File: src/rtl/bram_fifo_pkg.sv
// Shared definitions for the BRAM-backed FIFO: default parameter values
// and the almost-full threshold helper used by the top level.
package bram_fifo_pkg;

  localparam int DEFAULT_WIDTH             = 32;
  localparam int DEFAULT_LOG2_DEPTH        = 5;
  localparam int DEFAULT_ALMOSTFULL_MARGIN = 4;

  // Occupancy at which almostfull asserts: usable capacity minus the margin.
  function automatic int afull_threshold(input int log2_depth, input int margin);
    return (1 << log2_depth) - 1 - margin;
  endfunction

endpackage

File: src/rtl/simple_dual_port_bram.sv
// Simple dual-port block RAM: one write port, one read port with a
// single-cycle registered output. A read and write to the same address in
// the same cycle returns the old contents.
module simple_dual_port_bram #(
  parameter int WIDTH      = 32,
  parameter int LOG2_DEPTH = 5
) (
  input  logic                  clk,
  input  logic                  reset,
  input  logic                  we,
  input  logic [LOG2_DEPTH-1:0] waddr,
  input  logic [WIDTH-1:0]      wdata,
  input  logic                  re,
  input  logic [LOG2_DEPTH-1:0] raddr,
  output logic [WIDTH-1:0]      rdata
);

  logic [WIDTH-1:0] mem [0:(1<<LOG2_DEPTH)-1];

  // Write port.
  // NOTE: the array has no reset so it maps onto block RAM; only the output
  // register below is cleared. Non-blocking writes give read-old-data.
  always_ff @(posedge clk) begin
    if (we) mem[waddr] <= wdata;
  end

  // Registered read port; holds its value when no read is issued.
  always_ff @(posedge clk or posedge reset) begin
    if (reset)   rdata <= '0;
    else if (re) rdata <= mem[raddr];
  end

endmodule

File: src/rtl/bram_fifo.sv
// Single-clock FIFO built on simple_dual_port_bram. Capacity is
// 2**LOG2_DEPTH-1 words; reads return data one cycle after acceptance
// with an rvalid strobe. Port set matches fifobram_interface.fifo_source.
// Optional build macro BRAM_FIFO_ERROR_EN adds sticky overflow/underflow.
module bram_fifo
  import bram_fifo_pkg::*;
#(
  parameter int WIDTH             = DEFAULT_WIDTH,
  parameter int LOG2_DEPTH        = DEFAULT_LOG2_DEPTH,
  parameter int ALMOSTFULL_MARGIN = DEFAULT_ALMOSTFULL_MARGIN
) (
  input  logic                  clk,
  input  logic                  reset,
  input  logic                  we,
  input  logic [WIDTH-1:0]      wdata,
  input  logic                  re,
  output logic [WIDTH-1:0]      rdata,
  output logic                  rvalid,
  output logic                  almostfull,
  output logic                  empty,
  output logic [LOG2_DEPTH-1:0] count
`ifdef BRAM_FIFO_ERROR_EN
  ,
  output logic                  overflow,
  output logic                  underflow
`endif
);

  localparam logic [LOG2_DEPTH-1:0] MAX_COUNT  = '1;
  localparam logic [LOG2_DEPTH-1:0] AFULL_LEVEL =
    LOG2_DEPTH'(afull_threshold(LOG2_DEPTH, ALMOSTFULL_MARGIN));

  logic [LOG2_DEPTH-1:0] wptr;
  logic [LOG2_DEPTH-1:0] rptr;
  logic                  wr_ok;
  logic                  rd_ok;

  // A write at full is dropped; a read at empty is ignored, so a write into
  // an empty FIFO never falls through to the read port in the same cycle.
  assign wr_ok = we && (count != MAX_COUNT);
  assign rd_ok = re && !empty;

  assign empty      = (count == '0);
  assign almostfull = (count >= AFULL_LEVEL);

  simple_dual_port_bram #(
    .WIDTH      (WIDTH),
    .LOG2_DEPTH (LOG2_DEPTH)
  ) u_bram (
    .clk   (clk),
    .reset (reset),
    .we    (wr_ok),
    .waddr (wptr),
    .wdata (wdata),
    .re    (rd_ok),
    .raddr (rptr),
    .rdata (rdata)
  );

  // Pointers, occupancy and the read-valid strobe.
  always_ff @(posedge clk or posedge reset) begin
    if (reset) begin
      wptr   <= '0;
      rptr   <= '0;
      count  <= '0;
      rvalid <= 1'b0;
    end else begin
      if (wr_ok) wptr <= wptr + 1'b1;
      if (rd_ok) rptr <= rptr + 1'b1;
      case ({wr_ok, rd_ok})
        2'b10:   count <= count + 1'b1;
        2'b01:   count <= count - 1'b1;
        default: count <= count;
      endcase
      rvalid <= rd_ok;
    end
  end

`ifdef BRAM_FIFO_ERROR_EN
  // Sticky error flags; only reset clears them.
  always_ff @(posedge clk or posedge reset) begin
    if (reset) begin
      overflow  <= 1'b0;
      underflow <= 1'b0;
    end else begin
      if (we && !wr_ok) overflow  <= 1'b1;
      if (re && !rd_ok) underflow <= 1'b1;
    end
  end
`endif

endmodule
File: config.mk
export PLATFORM = sky130hd
export DESIGN_NAME = bram_fifo
export DESIGN_NICKNAME = d
export VERILOG_FILES = /design/src/rtl/bram_fifo_pkg.sv /design/src/rtl/simple_dual_port_bram.sv /design/src/rtl/bram_fifo.sv
export SDC_FILE = /design/constraint.sdc
export NUM_CORES = 1
export LEC_CHECK = 0
export BUFFER_PORTS_ARGS = -buffer_cell sky130_fd_sc_hd__buf_2
export CAP_MARGIN = 15
export CORE_MARGIN = 2
export CORE_UTILIZATION = 37
export CTS_CLUSTER_SIZE = 40
export DETAILED_ROUTE_END_ITERATION = 12
export PLACE_DENSITY = 0.52
export SLEW_MARGIN = 20
export SYNTH_ARGS = -nofsm -noshare
export SYNTH_HDL_FRONTEND = slang
export SYNTH_SLANG_ARGS = --single-unit
File: constraint.sdc
create_clock -name clk -period 5.9 [get_ports clk]
set_input_delay 1.18 -clock clk [delete_from_list [all_inputs] [get_ports clk]]
set_output_delay 1.18 -clock clk [all_outputs]
set_load 0.02 [all_outputs]
==> qor.csv <==
metric,value,unit
finalPower,22.4,mW
fin_ws,2.42,ns
critical_path.max_fanout,33,
ios,76,
post-place-ws,1.87,ns
worstPathCellList,"buf_4, mux4_2, mux2i_1, nor2_1, nor4_1, a211oi_2",
synth_compound_area_share,3.96,%
period_needed,3.48,ns
p_int,15.2,mW
routed_wl,107000,um
viasPerCell,5.38,
initial_core_util,37.2,%
drtIter0Drc,2093,
cp_top_family,flip-flops,
r2r_start,rptr[1],
synth_seq_cells,1072,
die-area,0.114,mm2
ys_seq_area_share,77.7,%
layout-drive-gt1-share,22.2,%
yosys.area_share.simple,1.89,%
gp_congestion,0.804,
worstHoldEndpoint,rptr[4],
skew,0.0281,ns
worstSkewPairLatency,0.68,ns
synth_edf_count,1024,
core,0.110,mm2
htreeDepth,3,
num_vias,20159,
powerDensity,474,mW/mm2
grt_max_degree,69,
grt_pass1_wl,153000,um
p_switching,7.17,mW
yosysTopAreaCell,edfxtp_1,
utilization,42.9,%
ant_nets,0,
yosys_warnings,0,
final.setup.tns,0,ns
required,6.43,ns
critical_path_buf_inv_count,1,
dominantRegCellSynth,edfxtp_1,
drv_cap,0,
synth_top_family_by_area,multiplexers,
status,finished clean,
syn2layout_area_growth,15.1,%
clk_pin_slew,0.06,ns
ys_types,42,
gr-total-overflow,0,
pwr-share-seq,42.6,%
synth_cells,2042,
finalNetCount,2213,
tightest_slew,1.03,ns
hpwl,65800,um
cts_buffers,109,
finalCritPeriodShare,58.9,%
avgRoutedWirePerCell,28.7,um
max_stage_delay,0.92,ns
drt_drc_violations_left,0,
synthXorXnorAreaFrac,0.234,%
hold_viol,0,
die_x,337,um
cts_tree,yes,
clkPwrFrac,30.3,%
grt_use_total,19.0,%
syn_avg_cell_area,20.1,um2
cp_slowest_cell,dfrtp_4,
fin_area,0.0473,mm2
crit_type,reg2reg,
hold_start,rptr[4],
synth_area,0.0411,mm2
cts_resized,0,
synth_fa_ha_area_share,0.323,%
fmax,288,MHz
root_buffer,clkbuf_16,
min_path_type,reg2reg,
netSwitchingFraction,32.0,%
maxSlewHeadroom,31.5,%
finalSetupViolations,0,
rr_endpoint,u_bram.rdata[25],
dp_cells,3541,
worst_setup_path_start_kind,flop,
post_cts_buffers,0,
synth.area.mux_share,14.2,%
critPathArrivalTime,4.01,ns
rsz0062_at_grt,false,
synth_nets,2088,
async_flop_share,4.48,%
port_buffers,75,
combinationalPowerShare,27.0,%
ff2ff_path_depth,6,
peakVddDrop,246,uV
cts.path.max_buffers,3,
dieHeight,337,um
p_leak,15.5,nW
drtPass1Iterations,6,
slew_violations,0,
ys_top_cells_by_area,"edfxtp_1 75%, mux4_2 7.1%, mux2i_1 6.3%",
min_delay_path_depth,1,
first_global_vias,20393,
final.fill_count,9546,
cts_hold_buf,0,
antenna_found_initial,6,
cts_sinks,1072,
end_kind,flop,
ff2ff_setup_slack,2.42,ns
place_area,0.0437,mm2
timing.hold.ws,0.547,ns
rows,122,
layoutNonFillerInstCount,3748,
synth_top_area_share,74.8,%
[worst max path at each step]
| stage | start | endpoint | slack [ns] | cells after the start |
|---|---|---|---|---|
| 6_report | rptr[1] | u_bram.rdata[25] | 2.42 | 6 |
| 5_1_grt | rptr[1] | u_bram.rdata[9] | 2.33 | 5 |
| 2_1_floorplan | we | u_bram.mem[31][0] | 2.31 | 5 |
| 4_1_cts | rptr[1] | u_bram.rdata[25] | 2.44 | 6 |
| 3_5_place_dp | we | u_bram.mem[11][27] | 1.87 | 5 |
| 3_3_place_gp | re | count[4] | 1.79 | 11 |
[final cells by class]
cell class	count	area [um2]	share of cell area [%]
clock inverters	63	586	1.24
diodes	1	2.50	0.00529
inverters	8	31.3	0.0661
clock buffers	140	2920	6.16
multi-input cells	841	8740	18.5
flip-flops and latches	1072	32000	67.6
well taps	1488	1860	3.93
repair buffers	135	1210	2.56
[placed cells by master (no fill, tap or decap), types with 6 or more instances in the layout]
cell type	instances
a211o_1	31
a211oi_1	58
buf_12	10
buf_16	13
buf_2	75
buf_4	37
bufinv_16	11
clkbuf_1	26
clkbuf_16	111
clkinv_1	23
clkinv_2	22
dfrtp_1	44
edfxtp_1	1024
ha_1	9
inv_1	7
mux2_2	32
mux2i_1	257
mux4_2	129
nand2_1	12
nor2_1	69
nor2_4	32
nor4_1	32
o21ai_0	6
o22ai_1	127
xnor2_1	7
[Yosys cell counts (all sizes together) (6+ instances only)]
library cell	instances
mux2i	257
nor2	101
ha	9
dfrtp	48
edfxtp	1024
nor4	32
inv	8
a211oi	62
mux2	32
xnor2	7
mux4	129
buf	80
a211o	31
o22ai	127
nand2	14
o21ai	6
clkbuf	41
[logic make-up (layout without fill, tap and decap cells)]
family | count (synthesis) | after routing
XOR/XNOR | 11 | 11
AND/OR/NAND/NOR | 169 | 169
multiplexers | 418 | 418
flip-flops | 1072 | 1072
adder cells (fa/ha/maj) | 10 | 10
other | 0 | 1
buffers and inverters | 129 | 346
AO/OA/AOI/OAI | 233 | 233
[power by group through the flow]
stage                     logic [mW]  registers (mW)  clock network, mW
after floorplan                 4.03            9.40                  0
after global placement          6.01            9.72                  0
after detailed placement        6.09            9.73                  0
after CTS                       6.10            9.57               6.94
after global routing            6.42            9.61               7.24
final                           6.06            9.56               6.80
[sequential cells by signal, summed over array words and instances, names as in the netlist]
name and cells:
u_bram.mem 1024, u_bram.rdata 32, count 5, rptr 5
wptr 5, rvalid 1
[per-layer routing]
layer	track usage (%)	routed length, um
met1	27.4	48100
met2	29.4	49900
met3	4.08	7490
met4	4.52	1880
met5	0	0
Power figures use the tool's default switching activity.
